==> src/rtl/traffic_generator_gmii_pkg.sv <==
// Shared types and constants for the GMII traffic generator frame sequencer.
// CRC helpers are used only when TRAFFIC_GENERATOR_GMII_FCS_EN is defined.
package traffic_generator_gmii_pkg;

  typedef enum logic [2:0] {
    ST_IDLE,
    ST_PREAMBLE,
    ST_DATA,
    ST_FCS,
    ST_GAP,
    ST_DONE
  } state_t;

  localparam logic [7:0]  PREAMBLE_BYTE = 8'h55;
  localparam logic [7:0]  SFD_BYTE      = 8'hD5;
  localparam int          PREAMBLE_LEN  = 8;
  localparam logic [31:0] CRC32_POLY    = 32'h04C11DB7;
  // Remainder left after running the CRC over a frame together with its own FCS.
  localparam logic [31:0] CRC32_RESIDUE = 32'hC704DD7B;

  function automatic logic [31:0] bit_reverse32(input logic [31:0] v);
    logic [31:0] r;
    for (int i = 0; i < 32; i++) r[i] = v[31-i];
    return r;
  endfunction

  // LSB-first (reflected) update: one byte folded into the running register.
  function automatic logic [31:0] crc32_byte(input logic [31:0] crc, input logic [7:0] b);
    logic [31:0] c;
    logic [31:0] poly_r;
    poly_r = bit_reverse32(CRC32_POLY);
    c = crc ^ {24'h000000, b};
    for (int i = 0; i < 8; i++) c = c[0] ? ((c >> 1) ^ poly_r) : (c >> 1);
    return c;
  endfunction

endpackage

==> src/rtl/traffic_generator_gmii_crc32.sv <==
// Byte-per-cycle IEEE 802.3 CRC-32; init loads all ones, en folds in one byte.
// Instantiated by the scheduler only when TRAFFIC_GENERATOR_GMII_FCS_EN is defined.
module traffic_generator_gmii_crc32
  import traffic_generator_gmii_pkg::*;
(
  input  logic        clk,
  input  logic        resetn,
  input  logic        init,
  input  logic        en,
  input  logic [7:0]  data,
  output logic [31:0] crc
);

  always_ff @(posedge clk or negedge resetn) begin
    if (!resetn) begin
      crc <= '1;
    end else if (init) begin
      crc <= '1;
    end else if (en) begin
      crc <= crc32_byte(crc, data);
    end
  end

endmodule

==> src/rtl/traffic_generator_gmii_scheduler.sv <==
// GMII frame sequencer: preamble+SFD, frame bytes replayed from the buffer RAM, then idle gap.
// Define TRAFFIC_GENERATOR_GMII_FCS_EN to append a generated CRC-32 FCS after the data.
module traffic_generator_gmii_scheduler
  import traffic_generator_gmii_pkg::*;
#(
  parameter int C_FRAME_BUF_ADDRESS_WIDTH = 9,
  parameter int C_MIN_IFG                 = 12
) (
  input  logic                                 clk,
  input  logic                                 resetn,
  input  logic                                 enable,
  input  logic [31:0]                          interframe_gap,
  input  logic [31:0]                          interburst_gap,
  input  logic [31:0]                          frames_per_burst,
  input  logic [63:0]                          total_frames,
  input  logic [15:0]                          frame_size,
  output logic [C_FRAME_BUF_ADDRESS_WIDTH-1:0] buf_rd_addr,
  input  logic [31:0]                          buf_rd_data,
  output logic [7:0]                           gmii_txd,
  output logic                                 gmii_tx_en,
  output logic                                 gmii_tx_er,
  output logic [63:0]                          pkts,
  output logic                                 busy
);

  state_t      state;
  logic [15:0] cnt;
  logic [15:0] size_l;
  logic [31:0] ifg_l, ibg_l, fpb_l;
  logic [31:0] burst_cnt, gap_cnt, gap_len;
  logic [63:0] sent;
  logic [23:0] hold;
  logic        enable_q;

  logic        gap_over, finished, start_frame, emit_data, frame_end, pkt_done;
  logic [7:0]  data_byte;

  function automatic logic [31:0] clamp_gap(input logic [31:0] g);
    return (g < 32'(C_MIN_IFG)) ? 32'(C_MIN_IFG) : g;
  endfunction

  assign gap_over    = (state == ST_GAP) && (gap_cnt == gap_len);
  assign finished    = (total_frames != 64'd0) && (sent == total_frames);
  assign start_frame = enable && (frame_size != 16'd0) &&
                       ((state == ST_IDLE) || (gap_over && !finished));
  assign emit_data   = (state == ST_DATA) && (cnt != size_l);
  // Lane 0 comes straight from the RAM; lanes 1..3 from the word captured with lane 0.
  assign data_byte   = (cnt[1:0] == 2'd0) ? buf_rd_data[31:24] : hold[23:16];

`ifdef TRAFFIC_GENERATOR_GMII_FCS_EN
  logic [31:0] crc, fcs_shift;
  logic [1:0]  fcs_sel;
  logic [7:0]  fcs_byte;

  traffic_generator_gmii_crc32 u_crc32 (
    .clk    (clk),
    .resetn (resetn),
    .init   (start_frame),
    .en     (emit_data),
    .data   (data_byte),
    .crc    (crc)
  );

  assign fcs_sel   = (state == ST_FCS) ? cnt[1:0] : 2'd0;
  assign fcs_shift = (~crc) >> {fcs_sel, 3'b000};
  assign fcs_byte  = fcs_shift[7:0];
  assign frame_end = (state == ST_FCS) && (cnt == 16'd4);
  assign pkt_done  = (state == ST_FCS) && (cnt == 16'd3);
`else
  assign frame_end = (state == ST_DATA) && (cnt == size_l);
  assign pkt_done  = emit_data && (cnt == size_l - 16'd1);
`endif

  assign gmii_tx_er = 1'b0;
  assign busy       = (state != ST_IDLE) && (state != ST_DONE);

  always_ff @(posedge clk or negedge resetn) begin
    if (!resetn) begin
      state       <= ST_IDLE;
      gmii_txd    <= '0;
      gmii_tx_en  <= 1'b0;
      buf_rd_addr <= '0;
      pkts        <= '0;
      enable_q    <= 1'b0;
      cnt         <= '0;
      size_l      <= '0;
      ifg_l       <= '0;
      ibg_l       <= '0;
      fpb_l       <= '0;
      burst_cnt   <= '0;
      gap_cnt     <= '0;
      gap_len     <= '0;
      sent        <= '0;
      hold        <= '0;
    end else begin
      enable_q <= enable;
      if (enable && !enable_q) pkts <= '0;
      else if (pkt_done)       pkts <= pkts + 64'd1;

      if (start_frame) begin
        size_l      <= frame_size;
        ifg_l       <= interframe_gap;
        ibg_l       <= interburst_gap;
        fpb_l       <= frames_per_burst;
        buf_rd_addr <= '0;
        cnt         <= 16'd1;
        gmii_txd    <= PREAMBLE_BYTE;
        gmii_tx_en  <= 1'b1;
        state       <= ST_PREAMBLE;
      end else if (frame_end) begin
        gmii_txd   <= '0;
        gmii_tx_en <= 1'b0;
        gap_cnt    <= 32'd1;
        sent       <= sent + 64'd1;
        state      <= ST_GAP;
        if ((fpb_l != 32'd0) && (burst_cnt + 32'd1 == fpb_l)) begin
          gap_len   <= clamp_gap(ibg_l);
          burst_cnt <= '0;
        end else begin
          gap_len   <= clamp_gap(ifg_l);
          burst_cnt <= burst_cnt + 32'd1;
        end
      end else begin
        case (state)
          ST_IDLE: begin
            if (!enable) begin
              sent      <= '0;
              burst_cnt <= '0;
            end
          end
          ST_PREAMBLE: begin
            if (cnt == 16'(PREAMBLE_LEN - 1)) begin
              gmii_txd <= SFD_BYTE;
              cnt      <= '0;
              state    <= ST_DATA;
            end else begin
              gmii_txd <= PREAMBLE_BYTE;
              cnt      <= cnt + 16'd1;
            end
          end
          ST_DATA: begin
            if (emit_data) begin
              gmii_txd <= data_byte;
              cnt      <= cnt + 16'd1;
              if (cnt[1:0] == 2'd0) begin
                hold        <= buf_rd_data[23:0];
                buf_rd_addr <= buf_rd_addr + C_FRAME_BUF_ADDRESS_WIDTH'(1);
              end else begin
                hold <= {hold[15:0], 8'h00};
              end
            end
`ifdef TRAFFIC_GENERATOR_GMII_FCS_EN
            else begin
              gmii_txd <= fcs_byte;
              cnt      <= 16'd1;
              state    <= ST_FCS;
            end
          end
          ST_FCS: begin
            gmii_txd <= fcs_byte;
            cnt      <= cnt + 16'd1;
`endif
          end
          ST_GAP: begin
            if (gap_over) begin
              state <= finished ? ST_DONE : ST_IDLE;
              if (!finished && !enable) begin
                sent      <= '0;
                burst_cnt <= '0;
              end
            end else begin
              gap_cnt <= gap_cnt + 32'd1;
            end
          end
          ST_DONE: begin
            if (!enable) begin
              state     <= ST_IDLE;
              sent      <= '0;
              burst_cnt <= '0;
            end
          end
          default: ;
        endcase
      end
    end
  end

endmodule

==> config.mk <==
export PLATFORM = sky130hd
export DESIGN_NAME = traffic_generator_gmii_scheduler
export DESIGN_NICKNAME = d
export VERILOG_FILES = /design/src/rtl/traffic_generator_gmii_pkg.sv /design/src/rtl/traffic_generator_gmii_crc32.sv /design/src/rtl/traffic_generator_gmii_scheduler.sv
export SDC_FILE = /design/constraint.sdc
export NUM_CORES = 1
export LEC_CHECK = 0
export CORE_MARGIN = 10
export CORE_UTILIZATION = 61
export DETAILED_ROUTE_END_ITERATION = 6
export PLACE_DENSITY_LB_ADDON = 0.08
export SYNTH_ARGS = -nofsm -noshare
export SYNTH_HDL_FRONTEND = slang
export SYNTH_SLANG_ARGS = --single-unit
export TNS_END_PERCENT = 30
==> constraint.sdc <==
create_clock -name clk -period 5.4 [get_ports clk]
set_clock_uncertainty 0.15 [all_clocks]
set_input_delay 0.54 -clock clk [delete_from_list [all_inputs] [get_ports clk]]
set_output_delay 0.54 -clock clk [all_outputs]
set_load 0.005 [all_outputs]
==> impl_metrics.env <==
export IMPL_status="finished, final reports clean"
export IMPL_vdd_drop_max_uv=303
export IMPL_ios=295
export IMPL_grt_pass1_vias=20484
export IMPL_rsz0062_at_grt="false"
export IMPL_relSlewSlack_pct=13.0
export IMPL_slowest_stage="or4b_2"
export IMPL_timing_critical_path_from="burst_cnt[0]$_DFFE_PN0P_"
export IMPL_hold_ws_ns=0.331
export IMPL_worst_pin_slew_ns=1.30
export IMPL_yosys_warnings=0
export IMPL_p_switching_w=0.00386
export IMPL_clkPwrFrac_pct=28.8
export IMPL_vias_per_cell=6.34
export IMPL_drive_gt1_share_pct=4.78
export IMPL_swShare_pct=36.0
export IMPL_gp_congestion=0.974
export IMPL_root_buffer="clkbuf_16"
export IMPL_tns_ns=0
export IMPL_finalWirelength_um=67500
export IMPL_path_buf_inv=1
export IMPL_clk_pin_slew_ns=0.06
export IMPL_initial_core_util_pct=61.8
export IMPL_io_buffer_count=293
export IMPL_combPwrFrac_pct=26.8
export IMPL_fmax_ghz=0.218
export IMPL_async_flop_share_pct=100
export IMPL_crit_arrival_ns=4.84
export IMPL_final_period_utilization_pct=84.8
export IMPL_dr_pass1_iters=6
export IMPL_leakage_nw=11.4
export IMPL_fill_cells=2733
export IMPL_period_minus_slack_ns=4.58
export IMPL_synth_top_cell_area_share_pct=44.2
export IMPL_postCtsSetupBuffers=0
export IMPL_ant_nets=0
export IMPL_fin_ws_ns=0.820
export IMPL_ys_ff_latch=398
export IMPL_routedWlPerCell_um=20.3
export IMPL_finish_utilization_pct=74.4
export IMPL_syn_area_um2=22600
export IMPL_cp_start_kind="flip-flop"
export IMPL_ys_flop_type="dfrtp_1"
export IMPL_cts_sinks=398
export IMPL_drt_iter0_drc=2424
export IMPL_cp_top_family="simple AND/OR/NAND/NOR gates"
export IMPL_synth_nets=2864
export IMPL_synth_area_leaders="dfrtp_1 (44%), nand2_1 (9.0%), xor2_1 (4.2%)"
export IMPL_grt_max_degree=145
export IMPL_die_h_um=212
export IMPL_track_usage_pct=29.2
export IMPL_grt_pass1_wl_um=108000
export IMPL_cp_cell_sequence="ha_1, nand3_1, or4_4, or4_1, o2111a_1, nand2_1, or4b_2, buf_4, o21ai_0, a31oi_1"
export IMPL_p_seq_share_pct=44.4
export IMPL_syn_avg_cell_area_um2=8.53
export IMPL_num_vias=21148
export IMPL_clk_latency_ns=0.58
export IMPL_synth_edf_count=0
export IMPL_yosys_area_top_type="dfrtp_1"
export IMPL_nets=3052
export IMPL_crit_fanout=32
export IMPL_cellPowerDensity_nw_per_um2=395
export IMPL_die_area_um2=45100
export IMPL_synthTopCellsByCount="nand2_1 (543), dfrtp_1 (398), o21ai_0 (175)"
export IMPL_min_delay_start="hold[1]$_DFFE_PN0P_"
export IMPL_coreArea_um2=36500
export IMPL_yosysUniqueCellTypes=76
export IMPL_ys_seq_area_share_pct=44.2
export IMPL_final_cells=3335
export IMPL_drc=0
export IMPL_r2r_start="burst_cnt[0]$_DFFE_PN0P_"
export IMPL_critPathCaptureType="flip-flop"
export IMPL_yosysMostFrequentCell="nand2_1"
export IMPL_preCtsSetupSlack_ns=0.856
export IMPL_hp_class="flip-flop to flip-flop"
export IMPL_syn2layout_area_growth_pct=20.4
export IMPL_antenna_cells=0
export IMPL_setup_viol=0
export IMPL_num_rows=70
export IMPL_cts_path_max_buffers=3
export IMPL_place_inst=3254
export IMPL_max_cap_violations=0
export IMPL_cts_buffers=44
export IMPL_cts_tree="yes"
export IMPL_critPathMaxStageDelay_ns=0.85
export IMPL_place_hpwl_um=47600
export IMPL_maxSlewViolCount=0
export IMPL_internal_power_w=0.00686
export IMPL_syn_instance_count=2645
export IMPL_htreeDepth=2
export IMPL_grt_overflow=0
export IMPL_dieWidth_um=212
export IMPL_finalHoldViolCount=0
export IMPL_crit_type="flip-flop to flip-flop"
export IMPL_antenna_found_initial=0
export IMPL_crit_required_ns=5.66
==> repair_timing <==
item,CTS,global route
gates resized for setup,0,0
endpoints found under the hold margin,84,0
setup endpoints to repair,0,0
hold buffers,1,0
==> worst register-to-register path: stages (launching register included) <==
cell and delay, ns:
dfrtp_1 0.46, ha_1 0.26, nand3_1 0.45, or4_4 0.71, or4_1 0.46, o2111a_1 0.26, nand2_1 0.07, or4b_2 0.85
buf_4 0.35, o21ai_0 0.25, a31oi_1 0.15
==> registers in the layout (all words and copies together), names as in the netlist, 24 cells and up <==
register,cells
gap_len,32
ibg_l,32
ifg_l,32
hold,24
gap_cnt,32
burst_cnt,32
pkts,64
sent,64
fpb_l,32
==> cell type report <==
class / instances / area [um^2] / area share (%)
Timing Repair Buffer: 321 / 3200 / 11.8
Tap cell: 468 / 586 / 2.16
Multi-Input combinational cell: 2030 / 11800 / 43.4
Sequential cell: 398 / 9960 / 36.7
Clock inverter: 16 / 200 / 0.737
Inverter: 38 / 143 / 0.525
Clock buffer: 64 / 1290 / 4.74
==> worst paths after layout <==
kind,endpoint,slack [ns],cells past startpoint
max,gap_len[22]$_DFFE_PN0P_,0.82,10
min in group asynchronous,sent[2]$_DFFE_PN0P_,0.41,2
min,hold[1]$_DFFE_PN0P_,0.33,2
max in group asynchronous,sent[63]$_DFFE_PN0P_,3.24,3
max reg2reg,gap_len[22]$_DFFE_PN0P_,0.82,10
min reg2reg,hold[1]$_DFFE_PN0P_,0.33,2
==> routing by layer <==
| layer | global-route usage [%] | share of wire, % |
|---|---|---|
| met5 | 0 | 0 |
| met4 | 9.13 | 2.6 |
| met3 | 5.21 | 8.5 |
| met2 | 45.5 | 46 |
| met1 | 40.7 | 43 |
==> per-stage QoR <==
| step | power, W | area [um^2] |
|---|---|---|
| finish | 0.0107 | 27200 |
| global route | 0.0113 | 27200 |
| CTS | 0.0107 | 27200 |
| detailed placement | 0.00758 | 25700 |
| global placement | 0.00744 | 25700 |
| floorplan | 0.00642 | 22600 |
==> power by group through the flow <==
stage	combinational (W)	sequential (W)	clock [W]
2_1_floorplan	0.00214	0.00428	0
3_3_place_gp	0.00271	0.00472	0
3_5_place_dp	0.00283	0.00474	0
4_1_cts	0.00286	0.00471	0.00313
5_1_grt	0.00320	0.00485	0.00325
6_report	0.00287	0.00476	0.00309
==> placed cells by master (no fill, tap or decap), types with 32 or more instances in the layout <==
cell type / n
a21oi_1: 97
a31oi_1: 46
and3_1: 45
clkbuf_16: 46
clkdlybuf4s50_1: 292
dfrtp_1: 398
inv_1: 38
mux2i_1: 33
nand2_1: 542
nand3_1: 89
nand4_1: 110
nor2_1: 161
nor3_1: 40
nor4_1: 86
o21ai_0: 174
o31ai_1: 51
or3_1: 50
or4_1: 32
xnor2_1: 93
xor2_1: 109
==> cell families after synthesis <==
kind of cell / after synthesis / share of synthesized area, %
buffers and inverters: 217 / 3.87
adder cells (fa/ha/maj): 8 / 0.444
AND/OR/NAND/NOR: 1272 / 27.4
other: 1 / 0.0166
XOR/XNOR: 202 / 7.84
AO/OA/AOI/OAI: 512 / 14.7
multiplexers: 35 / 1.56
flip-flops: 398 / 44.2
Note: power is estimated with default switching activity, not from simulation.
